`config.mk`:
```
export PLATFORM = sky130hd
export DESIGN_NAME = alu_writeback_stage
export DESIGN_NICKNAME = d
export VERILOG_FILES = /design/src/rtl/alu_writeback_stage_pkg.sv /design/src/rtl/alu_writeback_stage_cmpl_fifo.sv /design/src/rtl/alu_writeback_stage.sv
export SDC_FILE = /design/constraint.sdc
export NUM_CORES = 1
export LEC_CHECK = 0
export CORE_MARGIN = 5
export CORE_UTILIZATION = 40
export DETAILED_ROUTE_END_ITERATION = 8
export GPL_ROUTABILITY_DRIVEN = 0
export PLACE_DENSITY = 0.75
export SLEW_MARGIN = 10
export SYNTH_ARGS = -nofsm -noshare
export SYNTH_HDL_FRONTEND = slang
export SYNTH_SLANG_ARGS = --single-unit
```
`constraint.sdc`:
```
create_clock -name clk -period 5.35 [get_ports clk]
set_clock_uncertainty 0.2 [all_clocks]
set_input_delay 0.535 -clock clk [delete_from_list [all_inputs] [get_ports clk]]
set_output_delay 0.535 -clock clk [all_outputs]
set_load 0.05 [all_outputs]
```
`src/rtl/alu_writeback_stage_pkg.sv`:
```
// Shared execute-lane definitions: flag bit positions and the completion record
// handed to the active list.
package alu_writeback_stage_pkg;

   localparam int unsigned FLAG_EXECUTED   = 2;
   localparam int unsigned FLAG_EXCEPTION  = 1;
   localparam int unsigned FLAG_MISPREDICT = 0;

   localparam int unsigned CMPL_AL_W    = 7;
   localparam int unsigned CMPL_FLAGS_W = 6;

   typedef struct packed {
      logic [CMPL_AL_W-1:0]    al_id;
      logic [CMPL_FLAGS_W-1:0] flags;
   } cmpl_rec_t;

endpackage

```
`src/rtl/alu_writeback_stage_cmpl_fifo.sv`:
```
// Small completion FIFO with occupancy count; flush empties it in one edge and
// suppresses any push or pop presented in that cycle.
module cmpl_fifo #(
   parameter int unsigned W     = 13,
   parameter int unsigned DEPTH = 2,
   localparam int unsigned PW   = $clog2(DEPTH),
   localparam int unsigned CW   = $clog2(DEPTH) + 1
) (
   input  logic          clk,
   input  logic          reset_n,
   input  logic          flush_i,
   input  logic          push_i,
   input  logic [W-1:0]  data_i,
   input  logic          pop_i,
   output logic [W-1:0]  data_o,
   output logic [CW-1:0] count_o
);

   localparam logic [CW-1:0] DEPTH_C = CW'(DEPTH);

   logic [W-1:0]  mem_q [DEPTH];
   logic [PW-1:0] wr_ptr_q;
   logic [PW-1:0] rd_ptr_q;
   logic [CW-1:0] count_q;
   logic          push_s;
   logic          pop_s;

   assign push_s  = push_i && !flush_i && (count_q != DEPTH_C);
   assign pop_s   = pop_i && !flush_i && (count_q != {CW{1'b0}});
   assign data_o  = mem_q[rd_ptr_q];
   assign count_o = count_q;

   // Storage, pointers and occupancy.
   always_ff @(posedge clk or negedge reset_n) begin
      if (!reset_n) begin
         for (int i = 0; i < int'(DEPTH); i++) begin
            mem_q[i] <= {W{1'b0}};
         end
         wr_ptr_q <= {PW{1'b0}};
         rd_ptr_q <= {PW{1'b0}};
         count_q  <= {CW{1'b0}};
      end else if (flush_i) begin
         wr_ptr_q <= {PW{1'b0}};
         rd_ptr_q <= {PW{1'b0}};
         count_q  <= {CW{1'b0}};
      end else begin
         if (push_s) begin
            mem_q[wr_ptr_q] <= data_i;
            wr_ptr_q        <= wr_ptr_q + PW'(1);
         end
         if (pop_s) begin
            rd_ptr_q <= rd_ptr_q + PW'(1);
         end
         case ({push_s, pop_s})
            2'b10:   count_q <= count_q + CW'(1);
            2'b01:   count_q <= count_q - CW'(1);
            default: count_q <= count_q;
         endcase
      end
   end

endmodule

```
`src/rtl/alu_writeback_stage.sv`:
```
// ALU writeback stage: registers the ALU result into a register-file write and a
// bypass broadcast, and queues completion records for the active list.
module alu_writeback_stage
   import alu_writeback_stage_pkg::*;
#(
   parameter int unsigned DATA_W  = 32,
   parameter int unsigned FLAGS_W = 6,
   parameter int unsigned PREG_W  = 7,
   parameter int unsigned AL_W    = 7,
   parameter int unsigned DEPTH   = 2,
   parameter int unsigned EXC_W   = 16
) (
   input  logic               clk,
   input  logic               reset_n,
   input  logic               valid_i,
   input  logic [DATA_W-1:0]  result_i,
   input  logic [FLAGS_W-1:0] flags_i,
   input  logic               dest_valid_i,
   input  logic [PREG_W-1:0]  dest_tag_i,
   input  logic [AL_W-1:0]    al_id_i,
   output logic               ready_o,
   input  logic               flush_i,
   output logic               rf_we_o,
   output logic [PREG_W-1:0]  rf_addr_o,
   output logic [DATA_W-1:0]  rf_data_o,
   output logic               byp_valid_o,
   output logic [PREG_W-1:0]  byp_tag_o,
   output logic [DATA_W-1:0]  byp_data_o,
   output logic               cmpl_valid_o,
   input  logic               cmpl_ready_i,
   output logic [AL_W-1:0]    cmpl_al_id_o,
   output logic [FLAGS_W-1:0] cmpl_flags_o,
   output logic [EXC_W-1:0]   exc_count_o
);

   localparam int unsigned   CW      = $clog2(DEPTH) + 1;
   localparam int unsigned   RW      = AL_W + FLAGS_W;
   localparam logic [CW-1:0] DEPTH_C = CW'(DEPTH);

   logic [CW-1:0]     count_s;
   logic [RW-1:0]     head_s;
   logic              accept_s;
   logic              wr_s;

   logic              wb_we_q,   wb_we_d;
   logic [PREG_W-1:0] wb_tag_q,  wb_tag_d;
   logic [DATA_W-1:0] wb_data_q, wb_data_d;
   logic [EXC_W-1:0]  exc_q,     exc_d;

   // ready_o depends only on the registered occupancy, never on cmpl_ready_i.
   assign ready_o  = (count_s < DEPTH_C);
   assign accept_s = valid_i && ready_o && !flush_i;
   assign wr_s     = dest_valid_i && flags_i[FLAG_EXECUTED];

   cmpl_fifo #(
      .W     (RW),
      .DEPTH (DEPTH)
   ) u_cmpl_fifo (
      .clk     (clk),
      .reset_n (reset_n),
      .flush_i (flush_i),
      .push_i  (accept_s),
      .data_i  ({al_id_i, flags_i}),
      .pop_i   (cmpl_valid_o && cmpl_ready_i),
      .data_o  (head_s),
      .count_o (count_s)
   );

   assign cmpl_valid_o = (count_s != {CW{1'b0}});
   assign cmpl_al_id_o = head_s[RW-1:FLAGS_W];
   assign cmpl_flags_o = head_s[FLAGS_W-1:0];

   // Next-state for the write/bypass pulse and the saturating exception count.
   always_comb begin
      wb_we_d   = 1'b0;
      wb_tag_d  = wb_tag_q;
      wb_data_d = wb_data_q;
      exc_d     = exc_q;
      if (accept_s && wr_s) begin
         wb_we_d   = 1'b1;
         wb_tag_d  = dest_tag_i;
         wb_data_d = result_i;
      end else begin
         wb_we_d   = 1'b0;
      end
      if (accept_s && flags_i[FLAG_EXCEPTION] && (exc_q != {EXC_W{1'b1}})) begin
         exc_d = exc_q + EXC_W'(1);
      end else begin
         exc_d = exc_q;
      end
   end

   // Write/bypass and exception-count registers; flush kills the pulse but not the count.
   always_ff @(posedge clk or negedge reset_n) begin
      if (!reset_n) begin
         wb_we_q   <= 1'b0;
         wb_tag_q  <= {PREG_W{1'b0}};
         wb_data_q <= {DATA_W{1'b0}};
         exc_q     <= {EXC_W{1'b0}};
      end else if (flush_i) begin
         wb_we_q   <= 1'b0;
         exc_q     <= exc_q;
      end else begin
         wb_we_q   <= wb_we_d;
         wb_tag_q  <= wb_tag_d;
         wb_data_q <= wb_data_d;
         exc_q     <= exc_d;
      end
   end

   assign rf_we_o     = wb_we_q;
   assign rf_addr_o   = wb_tag_q;
   assign rf_data_o   = wb_data_q;
   assign byp_valid_o = wb_we_q;
   assign byp_tag_o   = wb_tag_q;
   assign byp_data_o  = wb_data_q;
   assign exc_count_o = exc_q;

endmodule
```
**Word-level counts from Yosys, hierarchy flattened**

Cells that the tools add are included.

- Register bits: 86
- Input port bits: 58
- Output and inout bits: 111
- Logic and storage cells: 59

- Add/sub/neg operators: 5
- Order comparisons: 4
- Equal/unequal tests: 4
- Mux-type cells: 14
- Bitwise operators: 3
- Reductions and logical operators: 20

Operators with widths:

| operator | number |
|---|---|
| two-way mux 13 bit | 4 |
| bitwise mux 26 bit | 1 |
| adder 16 x 1 -> 16 bit, second input constant | 1 |
| inequality test 16 bit, second input constant | 1 |
| demux 13 bit (select 1 bit) | 1 |
| logical AND 1 bit | 12 |
| two-way mux 1 bit | 6 |
| AND reduction 2 bit | 3 |
| nonzero test 2 bit | 3 |
| >= comparator 2 bit, second input constant | 2 |
| inverter 1 -> 2 bit | 2 |
| one-hot mux 2 bit (2 select lines) | 1 |
| nonzero test 3 bit | 1 |
| adder 1 bit, second input constant | 2 |
| adder 2 x 1 -> 2 bit, second input constant | 1 |
| == test 2 x 1 -> 1 bit, second input constant | 1 |
| == test 2 bit, second input constant | 1 |
| < comparator 2 x 1 -> 1 bit, second input constant | 1 |
| < comparator 2 bit, second input constant | 1 |
| two-way mux 2 bit | 1 |
| inequality test 2 bit, second input constant | 1 |
| subtractor 2 x 1 -> 2 bit, second input constant | 1 |
| zero test 1 bit | 1 |
| inverter 1 bit | 1 |

**Logic depth before layout (Yosys ltp)**

- Word-level depth: 8
- Depth in mapped cells: 6

**By module**

A second synthesis with hierarchy kept.

- Cell total of the unflattened synthesis: 290
- Area, all modules: 4006.3 sq um

By module, submodules not included:

| module | times used | cells each | area each (sq um) | sequential area each (sq um) |
|---|---|---|---|---|
| alu_writeback_stage | 1 | 198 | 2661.3 | 1401.3 |
| cmpl_fifo | 1 | 92 | 1345.0 | 750.7 |

**Least setup slack after synthesis**

Ideal clock, no wire load.

- Kind: register to register
- Start point: register exc_q[0], in the netlist exc_count_o[0]
- End point: register exc_q[15], in the netlist exc_count_o[15]
- Arrival: 1795 ps
- Required time: 5068 ps
- Path slack: 3273 ps
- Cell stages (with the launch flop): 7
- Buffers on the path: 1
- Clock period less this slack: 2077 ps
- Cells stage by stage: dfrtp_1 ha_1 and4_4 and4bb_4 buf_6 nor4_4 xor2_1

- Word-level cells in the longest chain between the ends: 3

Ends and longest elaborated chain:

| element | RTL line | text |
|---|---|---|
| start, declared | alu_writeback_stage.sv:48 | `logic [EXC_W-1:0] exc_q, exc_d;` |
| start signal, assigned | alu_writeback_stage.sv:99 | `exc_q <= {EXC_W{1'b0}};` |
| start signal, assigned | alu_writeback_stage.sv:102 | `exc_q <= exc_q;` |
| branches (longest 3 deep; another with adder 16 x 1 -> 16 bit) | -- |  |

Several ways; the timed one is not identified.
A chain may end at the register's enable or synchronous reset.

**Worst setup path in the final report**

- Start point: register u_cmpl_fifo.rd_ptr_q
- End point: output cmpl_flags_o[1]

- Word-level cells in the longest chain between the ends: 4

Ends and longest elaborated chain:

| element | RTL line | text |
|---|---|---|
| start, declared | alu_writeback_stage_cmpl_fifo.sv:23 | `logic [PW-1:0] rd_ptr_q;` |
| start signal, assigned | alu_writeback_stage_cmpl_fifo.sv:40 | `rd_ptr_q <= {PW{1'b0}};` |
| start signal, assigned | alu_writeback_stage_cmpl_fifo.sv:44 | `rd_ptr_q <= {PW{1'b0}};` |
| start signal, assigned | alu_writeback_stage_cmpl_fifo.sv:52 | `rd_ptr_q <= rd_ptr_q + PW'(1);` |
| inverter 1 -> 2 bit (implied by the code) | alu_writeback_stage_cmpl_fifo.sv:30 | `assign data_o = mem_q[rd_ptr_q];` |
| two-way mux 13 bit (implied by the code) (3 in a row) | alu_writeback_stage_cmpl_fifo.sv:30 |  |
| end, declared | alu_writeback_stage.sv:32 | `output logic [FLAGS_W-1:0] cmpl_flags_o,` |

No other way between the ends. The select of a mux whose other input is x is not followed.

==> flow_summary.ini <==
[min_path]
hold_start = exc_count_o[15]
hold_class = reg -> reg

[route]
drt.antenna.violating_nets = 0
drtIter0Drc = 70
via_per_inst = 4.71
wl_per_cell_um = 16.4
drc = 0
drt_wl_total_um = 9170
first_pass_iters = 4
via_count = 2636

[worst_setup_path]
startpoint = u_cmpl_fifo.rd_ptr_q
cp_num_cells = 2
ff2ff_path_depth = 3
cp.buffers_inverters = 1
critPathKind = reg -> out
required_ps = 4620
critPathSlowestCell = dfrtp_1
worstPathMaxFanout = 14
arrival_ps = 2220
critPathMaxStageDelay_ps = 760
path_delay_family = flip-flops
r2r-start = u_cmpl_fifo.count_o[1]
crit_path_end = cmpl_flags_o[1]
start_kind = flip-flop
endpoint_kind = output pin
path_cells = mux2_2 > clkdlybuf4s50_1
reg2reg_to = byp_data_o[24]
reg2reg_slack_ps = 3200

[clocking]
cts_made_buffers = 9
cts_tree = built
cts_resized = 0
post_cts_buffers = 0
htree_levels = 3
clk_latency_ps = 340
clkSlewWorstSetupHoldPaths_ps = 90
cts.sinks = 86
cts-root-buf = clkbuf_8
clk_path_buf_depth = 2

[synth]
syn_area_um2 = 4150
ys_warn_count = 0
syn_inst = 287
synth.largest_area_cell = dfrtp_1
synth_seq_cells = 86
avgSynthCellArea_um2 = 14.4
yosysUniqueCellTypes = 37
netlist.area_leader.share = 0.519
yosys-top-cells-area = dfrtp_1 52%, mux2_4 14%, mux2_2 11%, buf_4 7.6%, xor2_1 3.2%
ys_seq_area_frac = 0.519
syn_nets = 346

[pwr]
power_density_nw_per_um2 = 466
p_sw_frac = 0.436
p_sw_mw = 1.18
clkPwrFrac = 0.161
power_mw = 2.70
sequentialPowerShare = 0.338
p_leak_nw = 2.45
power.internal_mw = 1.52
ir_drop_mv = 0.302
power_frac_comb = 0.501

[die]
fp.dieW_um = 112
ios = 169
initial_core_util = 0.405
die_y_um = 112
core_um2 = 10200
num_rows = 37
dieArea_um2 = 12500

[grt]
grt_max_degree = 46
grt_pass1_vias = 2772
overflow = 0
antenna_found_initial = 0
grt_pass1_wl_um = 14500
grt.total_usage = 0.144

[placed_design]
portBuffers = 168
dpl.hpwl_um = 6980

[sta]
hold_viol = 0
relSlewSlack = 0.493
setup_viol_count_final = 0
post-route-min-period_ps = 2960
setup_tns_ps = 0
fmax_ghz = 0.338
tightestPinTransition_ps = 760
rsz0062_at_grt = false
slew_violations = 0
fin_crit_sh = 0.553

[outcome]
status = completed

[layout]
drive_gt1_frac = 0.262
diodes = 0
area_growth_pct = 39.5
layout_commonest_cell = clkdlybuf4s50_1
fin_nets = 478
most-common-layout-cells = 167 x clkdlybuf4s50_1, 86 x dfrtp_1, 39 x mux2_2, 39 x mux2_4, 15 x xor2_1

[flow_run]
cap_violations = 0
area by class of cell:
class,count,area [µm²]
Tap cell,136,170
Timing Repair Buffer,170,1700
Clock buffer,12,165
Inverter,2,7.51
Clock inverter,4,30.0
Fill cell,839,4450
Sequential cell,86,2150
Multi-Input combinational cell,150,1560
power groups by stage:
| stage | Sequential, mW | Combinational (mW) | Clock (mW) |
|---|---|---|---|
| floorplan | 1.20 | 0.699 | 0 |
| global placement | 0.916 | 1.34 | 0 |
| detailed placement | 0.925 | 1.36 | 0 |
| CTS | 0.913 | 1.36 | 0.457 |
| global route | 0.932 | 1.40 | 0.481 |
| finish | 0.910 | 1.35 | 0.435 |
per-layer routing:
metal | wire [µm] | part of all wire | vias to the layer above | global-route usage
met5 | 0 | 0 | - | 0
met1 | 3940 | 0.43 | 1296 | 0.179
li1 | - | - | 1218 | -
met4 | 127 | 0.014 | 0 | 0.0495
met2 | 4460 | 0.49 | 111 | 0.241
met3 | 651 | 0.071 | 11 | 0.0413
cell usage after synthesis (all sizes together):
cell type	instances
a21oi	4
and2	2
and2b	1
and3	4
and4	1
and4bb	2
buf	49
dfrtp	86
ha	1
inv	2
mux2	79
nand2	8
nand3	2
nand4	4
nor2	10
nor2b	1
nor3	6
nor3b	3
nor4	2
o2111ai	1
o21ai	1
or2	1
xnor2	2
xor2	15
what timing repair did:
item / in CTS / in global routing
endpoints found under the hold margin: 41 / 0
setup endpoints to repair: 0 / 0
hold buffers: 1 / 0
kinds of logic after synthesis:
family | after synthesis | share of synthesized area
compound gates | 6 | 0.00815
xor+xnor | 17 | 0.0359
fa+ha+maj | 1 | 0.00302
buf+inv | 51 | 0.104
flops | 86 | 0.519
mux | 79 | 0.250
simple gates | 47 | 0.0800
how the worst min path moves through the flow:
stage / endpoint / slack (ps) / depth (start not counted)
floorplan: byp_data_o[0] / 40 / 0
global placement: exc_count_o[15] / 280 / 1
detailed placement: exc_count_o[15] / 290 / 1
CTS: exc_count_o[15] / 310 / 1
global route: exc_count_o[7] / 320 / 1
finish: exc_count_o[15] / 300 / 1
per-stage QoR:
step | area (µm²) | cells | util | setup WS [ps] | hold WS (ps)
2_1_floorplan | 4150 | 287 | - | 3270 | 39.4
5_1_grt | 5780 | 560 | 0.565 | 2280 | 324
6_report | 5780 | 560 | 0.565 | 2390 | 298
3_3_place_gp | 5580 | 543 | 0.545 | 2580 | 282
3_5_place_dp | 5580 | 543 | 0.545 | 2500 | 294
4_1_cts | 5780 | 560 | 0.565 | 2340 | 309
sequential cells by signal, summed over array words and instances (netlist names):
register and cells:
byp_tag_o 7, u_cmpl_fifo.count_o 2, u_cmpl_fifo.rd_ptr_q 1, exc_count_o 16, byp_data_o 32, u_cmpl_fifo.mem_q 26
u_cmpl_fifo.wr_ptr_q 1, byp_valid_o 1
worst register-to-register path: cells and delay by family, from the launching register on:
kind | cells | cell delay [ps]
DFF | 1 | 470
muxes | 1 | 380
and+or+nand+nor | 2 | 1000
(Power assumes the default switching activity.)
